<file path="config.mk">
export PLATFORM = sky130hd
export DESIGN_NAME = mult_4x4_structural
export DESIGN_NICKNAME = d
export VERILOG_FILES = /design/src/rtl/mult_4x4_structural.sv
export SDC_FILE = /design/constraint.sdc
export NUM_CORES = 1
export LEC_CHECK = 0
export ABC_AREA = 1
export ABC_CLOCK_PERIOD_IN_PS = 4800
export BUFFER_PORTS_ARGS = -buffer_cell sky130_fd_sc_hd__clkbuf_2
export CAP_MARGIN = 10
export CELL_PAD_IN_SITES_DETAIL_PLACEMENT = 0
export CELL_PAD_IN_SITES_GLOBAL_PLACEMENT = 1
export CORE_UTILIZATION = 32
export CTS_CLUSTER_SIZE = 28
export DETAILED_ROUTE_END_ITERATION = 8
export GPL_ROUTABILITY_DRIVEN = 0
export GPL_TIMING_DRIVEN = 1
export PLACE_DENSITY_LB_ADDON = 0.08
export RECOVER_POWER = 50
export SYNTH_ARGS = -nofsm -noshare
export SYNTH_HDL_FRONTEND = slang
export SYNTH_SLANG_ARGS = --single-unit
</file>
<file path="constraint.sdc">
create_clock -name clk -period 4.8 [get_ports clk]
set_input_delay 0.24 -clock clk [delete_from_list [all_inputs] [get_ports clk]]
set_output_delay 0.24 -clock clk [all_outputs]
set_load 0.005 [all_outputs]
</file>
<file path="src/rtl/mult_4x4_structural.sv">
// Unsigned 4x4 array multiplier built from AND gates, half adders and full adders.
// Provides a combinational product and a registered copy with synchronous reset.
module mult_4x4_structural (
   input  logic       clk,
   input  logic       rst,
   input  logic [3:0] a,
   input  logic [3:0] b,
   output logic [7:0] p,
   output logic [7:0] p_reg
);

   logic [3:0] pp [4];
   logic [3:0] s1, c1, s2, c2, s3, c3;
   logic [7:0] p_reg_d, p_reg_q;

   always_comb begin
      for (int i = 0; i < 4; i++) begin
         pp[i] = a & {4{b[i]}};
      end
   end

   // Row 1: pp0 bits 1..3 plus pp1 bits 0..3, spanning product bits 1..5
   half_adder u_r1_0 (.x(pp[0][1]), .y(pp[1][0]), .s(s1[0]), .c(c1[0]));
   full_adder u_r1_1 (.x(pp[0][2]), .y(pp[1][1]), .z(c1[0]), .s(s1[1]), .c(c1[1]));
   full_adder u_r1_2 (.x(pp[0][3]), .y(pp[1][2]), .z(c1[1]), .s(s1[2]), .c(c1[2]));
   half_adder u_r1_3 (.x(pp[1][3]), .y(c1[2]), .s(s1[3]), .c(c1[3]));

   half_adder u_r2_0 (.x(s1[1]), .y(pp[2][0]), .s(s2[0]), .c(c2[0]));
   full_adder u_r2_1 (.x(s1[2]), .y(pp[2][1]), .z(c2[0]), .s(s2[1]), .c(c2[1]));
   full_adder u_r2_2 (.x(s1[3]), .y(pp[2][2]), .z(c2[1]), .s(s2[2]), .c(c2[2]));
   full_adder u_r2_3 (.x(c1[3]), .y(pp[2][3]), .z(c2[2]), .s(s2[3]), .c(c2[3]));

   half_adder u_r3_0 (.x(s2[1]), .y(pp[3][0]), .s(s3[0]), .c(c3[0]));
   full_adder u_r3_1 (.x(s2[2]), .y(pp[3][1]), .z(c3[0]), .s(s3[1]), .c(c3[1]));
   full_adder u_r3_2 (.x(s2[3]), .y(pp[3][2]), .z(c3[1]), .s(s3[2]), .c(c3[2]));
   full_adder u_r3_3 (.x(c2[3]), .y(pp[3][3]), .z(c3[2]), .s(s3[3]), .c(c3[3]));

   assign p = {c3[3], s3, s2[0], s1[0], pp[0][0]};

   always_comb begin
      p_reg_d = p;
      if (rst) begin
         p_reg_d = 8'h00;
      end
   end

   always_ff @(posedge clk) begin
      p_reg_q <= p_reg_d;
   end

   assign p_reg = p_reg_q;

endmodule

module half_adder (
   input  logic x,
   input  logic y,
   output logic s,
   output logic c
);
   assign s = x ^ y;
   assign c = x & y;
endmodule

module full_adder (
   input  logic x,
   input  logic y,
   input  logic z,
   output logic s,
   output logic c
);
   assign s = x ^ y ^ z;
   assign c = (x & y) | (x & z) | (y & z);
endmodule

</file>
==> flow_summary.rst <==
.. list-table::
   :header-rows: 1

   * - Metric
     - Value
   * - Die outline area
     - 2140 um2
   * - Post-detailed-route via-to-cell ratio
     - 3.732
   * - Final critical path time including I/O delays and setup
     - 4.035 ns
   * - Slowest cell delay on critical path
     - 0.51 ns
   * - Number of cell rows
     - 15
   * - Syn avg cell area
     - 8.037 um2
   * - Final layout net count
     - 122
   * - Netlist area before placement
     - 626.9 um2
   * - Final Hold Vio Count
     - 0
   * - CTS HTree Levels
     - 1
   * - Fraction of final layout cells with drive strength greater than 1
     - 20.41%
   * - Final Setup Violations
     - 0
   * - Worst-path clk slew
     - 0.05 ns
   * - Clock tree sinks
     - 8
   * - Hold crit path type
     - in2reg
   * - Area fraction of the dominant cell type after synthesis
     - 25.55%
   * - RSZ-0062 raised after global routing
     - no
   * - Core area
     - 1783 um2
   * - Critical Setup Path Class
     - in2out
   * - Critical path cell sequence
     - clkbuf_1 -> nand2_1 -> inv_1 -> ha_1 -> fa_1 -> inv_1 -> fa_1 -> inv_1 -> fa_1 -> inv_1 -> fa_1 -> fa_1 -> fa_1 -> fa_1 -> inv_1 -> clkbuf_2
   * - Buffer type at the clock tree root
     - sky130_fd_sc_hd__clkbuf_4
   * - Port buffer count
     - 25
   * - Sequential element share of the synthesized area
     - 25.55%
   * - FF+latch count, synth
     - 8
   * - Critical Path Slowest Stage Cell
     - sky130_fd_sc_hd__fa_1
   * - Worst supply voltage drop on vdd
     - 0.08053 mV
   * - Iter 0 DRT Violations
     - 3
   * - Flip-flop count of the largest register after layout
     - 8
   * - Remaining design rule violation count
     - 0
   * - Signed area change from the synthesized netlist to the final layout
     - 16.17%
   * - Required arrival time at the worst endpoint
     - 4.56 ns
   * - PostCTS Resize Cnt
     - 0
   * - PwrDens
     - 266.7 nW/um2
   * - TritonCTS clock tree
     - done
   * - Least-Margin Pin Slew
     - 0.3797 ns
   * - Maximum number of pins on one net before global-route repair
     - 9
   * - First-pass detailed-route iteration total
     - 4
   * - Tot GR Track Use
     - 11.32%
   * - Yosys top cell by area
     - sky130_fd_sc_hd__dfxtp_1
   * - Status
     - completed
   * - Effective utilization at floorplan
     - 35.16%
   * - Top cells by area, synth
     - sky130_fd_sc_hd__dfxtp_1 (26%), sky130_fd_sc_hd__fa_1 (26%), sky130_fd_sc_hd__inv_1 (16%)
   * - Avg WL per Cell
     - 7.707 um
   * - Wire length of the first global-routing pass
     - 1621 um
   * - Synth Instances
     - 78
   * - Horizontal extent of the die
     - 46.26 um
   * - Setup slack after layout
     - 0.7646 ns
   * - Worst path arrival time
     - 3.80 ns
   * - Number of warning messages in the yosys log
     - 0
   * - Leakage power total
     - 0.4559 nW
   * - Number of placed I/O pins
     - 26
   * - Number of antenna diodes
     - 0
   * - Max Root-Sink Buffers
     - 2
   * - Hold buffer count at CTS
     - 0
   * - MaxCap Viol Count
     - 0
   * - Via count of the first global-routing pass
     - 397
   * - HPWL reported at the end of detailed placement
     - 844.8 um
   * - Launching instance or port of the critical path
     - b[0]
   * - Setup Fix Bufs, Post-CTS
     - 0
   * - CP Launch Type
     - input pin
   * - Number of nets in the synthesized netlist
     - 100
   * - Number of nets with antenna violations after detailed routing
     - 0
   * - Routed Wire Length
     - 948 um
   * - Final-report max-slew violation count
     - 0
   * - Post-route setup TNS
     - 0 ns
   * - Number of distinct library cells after synthesis
     - 10
   * - Vias post-DR
     - 459
   * - Initial antenna violation count
     - 0
   * - Final worst-path cycle share
     - 84.07%
   * - Fmax
     - 247.8 MHz
   * - Die span in y
     - 46.26 um
   * - Total congestion overflow after global routing
     - 0
   * - Highest net fanout along the worst path
     - 4
   * - Placement-stage worst setup slack
     - 0.7826 ns
   * - Termination of the worst setup path
     - p[6]
   * - Remaining max-slew budget at the tightest pin
     - 74.69%
   * - Most repeated library cell on the critical path
     - sky130_fd_sc_hd__fa_1
   * - Critical Path Sink Type
     - primary output
   * - Inserted Clock Buffers
     - 3
==> final cells by class <==
class | instances | area (um2)
Clock buffer | 3 | 22.52
Fill cell | 208 | 1055
Inverter | 26 | 97.59
Multi-Input combinational cell | 36 | 302.8
Sequential cell | 8 | 160.2
Tap cell | 25 | 31.28
Timing Repair Buffer | 25 | 113.9
==> through the flow <==
stage               instance area, um2  cells  total power [W]  utilization (%)  hold slack (ns)
detailed placement               719.4    120        0.0001507            40.35           0.5293
CTS                              742.0    123        0.0002019            41.61           0.2666
floorplan                        626.9     78        0.0001366                -           0.3630
finish                           728.2    123        0.0001942            40.84           0.2975
global route                     728.2    123        0.0002178            40.84           0.3126
global placement                 719.4    120        0.0001505            40.35           0.5263
==> routing by layer <==
metal	global-route usage [%]	up-vias	part of all wire [%]
met1	15.74	193	50
met5	0	-	0
met2	14.93	20	41
li1	-	244	-
met4	10.59	0	2.0
met3	1.176	2	6.9
==> cell usage in the layout (no fill, tap or decap) <==
master and instances:
sky130_fd_sc_hd__dfxtp_1 8, sky130_fd_sc_hd__nand2_1 16, sky130_fd_sc_hd__ha_1 4, sky130_fd_sc_hd__fa_1 8, sky130_fd_sc_hd__clkbuf_1 8, sky130_fd_sc_hd__inv_1 26, sky130_fd_sc_hd__clkbuf_4 3, sky130_fd_sc_hd__nor2_2 1
sky130_fd_sc_hd__buf_1 1, sky130_fd_sc_hd__clkbuf_2 16, sky130_fd_sc_hd__nor2_1 7
==> where the power goes <==
part	internal (W)	switching, W	leakage, nW
logic	0.0000312	0.0000370	0.376
clock network	0.0000285	0.0000212	0.0138
registers	0.0000747	0.00000161	0.0661
==> critical path: cells and delay by family <==
| family | cells | cell delay [ns] |
|---|---|---|
| adders and majority gates | 8 | 2.97 |
| buffers and inverters | 7 | 0.53 |
| and+or+nand+nor | 1 | 0.07 |
==> cell usage after synthesis (all sizes together) <==
cell / number
nand2: 16
fa: 8
nor2: 8
inv: 26
buf: 8
dfxtp: 8
ha: 4
==> worst min path at each step <==
stage               start                  end  slack [ns]  depth (start not counted)
CTS                  a[0]  p_reg[0]$_SDFF_PP0_        0.27                          3
floorplan            a[0]  p_reg[0]$_SDFF_PP0_        0.36                          2
global route         a[0]  p_reg[0]$_SDFF_PP0_        0.31                          3
detailed placement   a[0]  p_reg[0]$_SDFF_PP0_        0.53                          3
finish               a[0]  p_reg[0]$_SDFF_PP0_        0.30                          3
global placement     a[0]  p_reg[0]$_SDFF_PP0_        0.53                          3
==> cell families (layout without fill, tap and decap cells) <==
group / Yosys count / after routing / share of synthesized area (%)
buffers and inverters: 34 / 54 / 25.75
flip-flops: 8 / 8 / 25.55
adder cells (fa/ha/maj): 12 / 12 / 33.53
AND/OR/NAND/NOR: 24 / 24 / 15.17
(Power assumes the default switching activity.)
